## src/rtl/sub16se_pkg.sv

```systemverilog
// Shared constants and the approximate-subtract reference function for sub16se_pipe.
// approx_sub is the single definition of the arithmetic used by the datapath.
package sub16se_pkg;

    localparam int WIDTH_DEF = 16;
    localparam int LSB_DEF   = 4;
    localparam int HI_W      = WIDTH_DEF - LSB_DEF + 1;

    // Low LSB bits pass a through; b's low field only feeds the borrow hint into the high field.
    function automatic logic [WIDTH_DEF:0] approx_sub(
        input logic [WIDTH_DEF-1:0] a,
        input logic [WIDTH_DEF-1:0] b
    );
        logic            hint_s;
        logic [HI_W-1:0] d_hi_s;
        hint_s = ~a[LSB_DEF-1] & b[LSB_DEF-1];
        d_hi_s = {a[WIDTH_DEF-1], a[WIDTH_DEF-1:LSB_DEF]}
               - {b[WIDTH_DEF-1], b[WIDTH_DEF-1:LSB_DEF]}
               - {{(HI_W-1){1'b0}}, hint_s};
        return {d_hi_s, a[LSB_DEF-1:0]};
    endfunction

endpackage

```

## src/rtl/sub16se_pipe_slice.sv

```systemverilog
// One valid/ready register stage; ready is combinational from the downstream ready.
module pipe_slice #(
    parameter int DW = 8
) (
    input  logic          clk,
    input  logic          rst,
    input  logic          in_valid,
    output logic          in_ready,
    input  logic [DW-1:0] in_data,
    output logic          out_valid,
    input  logic          out_ready,
    output logic [DW-1:0] out_data
);
    import sub16se_pkg::*;

    logic          valid_r;
    logic [DW-1:0] data_r;
    logic          advance_s;

    assign advance_s = !valid_r || out_ready;
    assign in_ready  = advance_s;
    assign out_valid = valid_r;
    assign out_data  = data_r;

    // Stage register: loads whenever the slot is empty or being drained this cycle.
    always_ff @(posedge clk) begin
        if (rst) begin
            valid_r <= 1'b0;
            data_r  <= {DW{1'b0}};
        end else if (advance_s) begin
            valid_r <= in_valid;
            if (in_valid) begin
                data_r <= in_data;
            end
        end
    end

endmodule

```

## src/rtl/sub16se_pipe.sv

```systemverilog
// Two-stage pipelined approximate signed subtractor: S1 splits the operands and
// forms the borrow hint, S2 registers the high-field subtraction.
module sub16se_pipe
    import sub16se_pkg::*;
#(
    parameter int WIDTH = WIDTH_DEF,
    parameter int LSB   = LSB_DEF
) (
    input  logic             clk,
    input  logic             rst,
    input  logic             in_valid,
    output logic             in_ready,
    input  logic [WIDTH-1:0] in_a,
    input  logic [WIDTH-1:0] in_b,
    output logic             out_valid,
    input  logic             out_ready,
    output logic [WIDTH:0]   out_d
);
    localparam int HW   = WIDTH - LSB;
    localparam int S1_W = 2 * HW + 1 + LSB;

    logic              hint_s;
    logic [S1_W-1:0]   s1_in_s;
    logic [S1_W-1:0]   s1_q_s;
    logic              s1_ready_s;
    logic              s1_valid_s;
    logic              s2_ready_s;
    logic [HW-1:0]     a_hi_s;
    logic [HW-1:0]     b_hi_s;
    logic              hint_q_s;
    logic [LSB-1:0]    a_lo_s;
    logic [WIDTH-1:0]  a_rec_s;
    logic [WIDTH-1:0]  b_rec_s;
    logic [WIDTH:0]    d_s;

    assign hint_s   = ~in_a[LSB-1] & in_b[LSB-1];
    assign s1_in_s  = {in_a[WIDTH-1:LSB], in_b[WIDTH-1:LSB], hint_s, in_a[LSB-1:0]};
    assign in_ready = s1_ready_s & ~rst;

    pipe_slice #(.DW(S1_W)) u_s1 (
        .clk       (clk),
        .rst       (rst),
        .in_valid  (in_valid),
        .in_ready  (s1_ready_s),
        .in_data   (s1_in_s),
        .out_valid (s1_valid_s),
        .out_ready (s2_ready_s),
        .out_data  (s1_q_s)
    );

    assign a_hi_s   = s1_q_s[S1_W-1 -: HW];
    assign b_hi_s   = s1_q_s[S1_W-1-HW -: HW];
    assign hint_q_s = s1_q_s[LSB];
    assign a_lo_s   = s1_q_s[LSB-1:0];
    assign a_rec_s  = {a_hi_s, a_lo_s};

    // Rebuild a subtrahend whose low field reproduces the stored borrow bit; a set borrow means a's top low bit is clear.
    always_comb begin
        b_rec_s        = {b_hi_s, {LSB{1'b0}}};
        b_rec_s[LSB-1] = hint_q_s;
    end

    assign d_s = approx_sub(a_rec_s, b_rec_s);

    pipe_slice #(.DW(WIDTH + 1)) u_s2 (
        .clk       (clk),
        .rst       (rst),
        .in_valid  (s1_valid_s),
        .in_ready  (s2_ready_s),
        .in_data   (d_s),
        .out_valid (out_valid),
        .out_ready (out_ready),
        .out_data  (out_d)
    );

endmodule
```

## config.mk

```make
export PLATFORM = sky130hd
export DESIGN_NAME = sub16se_pipe
export DESIGN_NICKNAME = d
export VERILOG_FILES = /design/src/rtl/sub16se_pkg.sv /design/src/rtl/sub16se_pipe_slice.sv /design/src/rtl/sub16se_pipe.sv
export SDC_FILE = /design/constraint.sdc
export NUM_CORES = 1
export LEC_CHECK = 0
export BUFFER_PORTS_ARGS = -buffer_cell sky130_fd_sc_hd__buf_2
export CAP_MARGIN = 20
export CORE_MARGIN = 3
export CORE_UTILIZATION = 57
export DETAILED_ROUTE_END_ITERATION = 16
export HOLD_SLACK_MARGIN = 0.15
export PLACE_DENSITY = 0.81
export SYNTH_ARGS = -nofsm -noshare
export SYNTH_HDL_FRONTEND = slang
export SYNTH_HIERARCHICAL = 1
export SYNTH_SLANG_ARGS = --single-unit
export TNS_END_PERCENT = 1
```

## constraint.sdc

```tcl
create_clock -name clk -period 2.61 [get_ports clk]
set_input_delay 0.1305 -clock clk [delete_from_list [all_inputs] [get_ports clk]]
set_output_delay 0.1305 -clock clk [all_outputs]
set_load 0.01 [all_outputs]
```

==> out/qor.csv <==
metric,value,unit
type of the worst setup path,flip-flop to flip-flop,
post-route minimum period,2.569,ns
Max-slew headroom,35.14,%
TritonCTS Sinks,48,
"Remaining Overflow, GRT",0,
Yosys top cell by area,dfxtp_1,
Cell variety after synth,43,
Worst Hold Class,primary input to flip-flop,
DRC Markers,0,
flop-to-flop setup slack,0.04,ns
top sig layer,met4,
Worst-path clk slew,0.10,ns
fill count,346,
1st-iter DRT viols,173,
maximum capacitance violations,0,
outcome,finished clean,
total CTS buffers,5,
Chip Height,80.73,um
CTS tree,done,
largest net degree at the start of global routing,61,
first-pass GRT wire length,11600,um
Worst EP required,2.85,ns
Final Hold Fails,0,
DR pass1 iterations,4,
Worst R2R End,u_s2/out_data[13],
I/O pin count,55,
WHS Path Cells,4,
final clock skew,0.01284,ns
Mapped Nets,410,
PwrDens,542.9,nW/um2
H-tree levels,2,
Final GP Congestion,0.8199,
Yosys top cell area share,30.19,%
"Period Utilization, post-route",98.43,%
asr flop ratio synth,0,%
Synth area leaders,"dfxtp_1, a21bo_1, a21oi_2",
Routed WL,7474,um
CP Launch Type,flip-flop,
row cnt,26,
layout cells sized above 1,28.78,%
Die X,80.73,um
Worst Hold Endpoint,u_s1/out_data[4],
Worst VDD drop,288.9,uV
initial antenna violation count,0,
die area,6517,um2
Sequential Power Share,38.8,%
Hold Startpoint,in_b[3],
area delta synth->final,20.52,%
via-per-instance ratio,5.548,
"non-filler cells, final",480,
Synth Instances,350,
Setup Total Neg Slack,0,ns
Max Clk Rate,389.3,MHz
wire length per cell,15.57,um
"antenna viol nets, final",0,
clk root buf,clkbuf_8,
setup violators final,0,
Logic pwr share,30.0,%
sequential element share of the synthesized area,30.19,%
reg2reg start,u_s1/out_data[3],
net switching power,0.6292,mW
worst path cell trace,nand2b_4 -> fa_2 -> inv_1 -> ha_1 -> o21ai_4 -> a2111oi_4 -> or4b_1 -> o311ai_1 -> nand3_1 -> a21oi_1,
Clk pwr share,31.2,%
latest clock arrival within the worst-skew pair,0.31,ns
synth warn,6,
Worst path max stage delay,0.58,ns
number of flops mapped to enable cells by yosys,0,
port buffer count,51,
Mapped Area,3183,um2
vias in the first global route,2522,
switch share,30.21,%
Initial Util,60.77,%
slowest stage cell on the critical path,fa_2,
maximum clock path buffer count,2,
Final Max Slew Viols,0,
placed insts,443,
Total GRT Usage,22.54,%
top post-synthesis cells by count,"dfxtp_1, nand3_1, a21bo_1, a21oi_2, inv_1",
DR WL met2,3576,um
core area,5238,um2
R2R depth,10,
Cell Int Power,1.454,mW
Yosys reg bits,48,
met1 WL,3368,um
worst-path fanout max,3,
Final #Nets,469,
"Top FF cell, synth",dfxtp_1,
metal3 WL,319,um
"Avg Cell Area, Syn",9.094,um2
Leak Pwr,1.661,nW
CP Capture Type,flip-flop,
Least-Margin Pin Slew,0.9729,ns
Worst Path Arrival,2.81,ns
detailed placement HPWL,4148,um
routed via count,2663,
diode count,0,
## cell type report
class	count	area [um2]	share of cell area (%)
Clock buffer	5	68.82	1.794
Clock inverter	3	68.82	1.794
Tap cell	70	87.58	2.283
Inverter	37	138.9	3.620
Sequential cell	48	962.2	25.08
Multi-Input combinational cell	235	1939	50.55
Timing Repair Buffer	82	570.5	14.87
## how the worst max path moves through the flow
stage / from / to / cells past startpoint
2_1_floorplan: u_s1/out_data[3] / u_s2/out_data[13] / 10
3_3_place_gp: u_s1/out_data[3] / u_s2/out_data[13] / 10
3_5_place_dp: u_s1/out_data[3] / u_s2/out_data[13] / 9
4_1_cts: u_s1/out_data[3] / u_s2/out_data[13] / 9
5_1_grt: u_s1/out_data[3] / u_s2/out_data[13] / 10
6_report: u_s1/out_data[3] / u_s2/out_data[13] / 10
## stage by stage
step	setup WS, ns	area [um2]	hold WS, ns	total power, mW	utilization (%)
after detailed placement	0.1463	3368	0.4044	1.369	64.31
after floorplan	0.3261	3183	0.2869	1.246	-
after global routing	-0.05433	3836	0.2863	2.179	73.24
after global placement	0.2061	3368	0.4027	1.354	64.31
after CTS	0.1103	3786	0.2076	2.047	72.29
final	0.04106	3836	0.2855	2.083	73.24
## timing repair
action	4_1_cts	5_1_grt
hold buffers	28	0
endpoints found under the hold margin	29	0
setup buffers	0	1
endpoints found under the setup margin	0	3
gates resized for setup	0	7
## sequential cells by signal, summed over array words and instances, names as in the netlist
name            flops
u_s1/out_data      29
u_s1/out_valid      1
u_s2/out_data      17
u_s2/out_valid      1
## critical path, delay by kind of cell, from the launching register on
kind	cells	cell delay, ns
compound gates	4	0.56
fa+ha+maj	2	0.79
buf+inv	1	0.06
flops	1	0.34
simple gates	3	0.74
## per-layer routing
layer  global-route usage, %  up-vias
li1                        -     1331
met1                   29.71     1231
met2                   37.00       79
met3                   3.437       22
met4                   9.122        0
met5                       0        -
## kinds of logic after synthesis
kind of cell | count (synthesis) | share of synthesized area, %
AOI/OAI and AO/OA | 116 | 31.72
and+or+nand+nor | 84 | 14.86
buffers and inverters | 67 | 10.18
DFF | 48 | 30.19
adders and majority gates | 24 | 9.906
xor gates and xnor gates | 9 | 2.476
muxes | 2 | 0.6682
## power groups by stage
stage               logic, mW  clock network [mW]  registers [mW]
finish                  0.626               0.649           0.808
floorplan               0.417                   0           0.829
CTS                     0.583               0.657           0.807
global route            0.678               0.687           0.814
detailed placement      0.546                   0           0.823
global placement        0.532                   0           0.822
## cells in the final DEF (no fill, tap or decap), drive strengths merged, types with 5 or more instances in the layout
cell type    count
xor2             5
dfxtp           48
a21bo           46
buf             54
ha              22
nor2             6
nand2b           5
a21oi           55
nand3           48
clkbuf           5
nand2            5
inv             38
dlygate4sd3     28
Power figures use the tool's default switching activity.
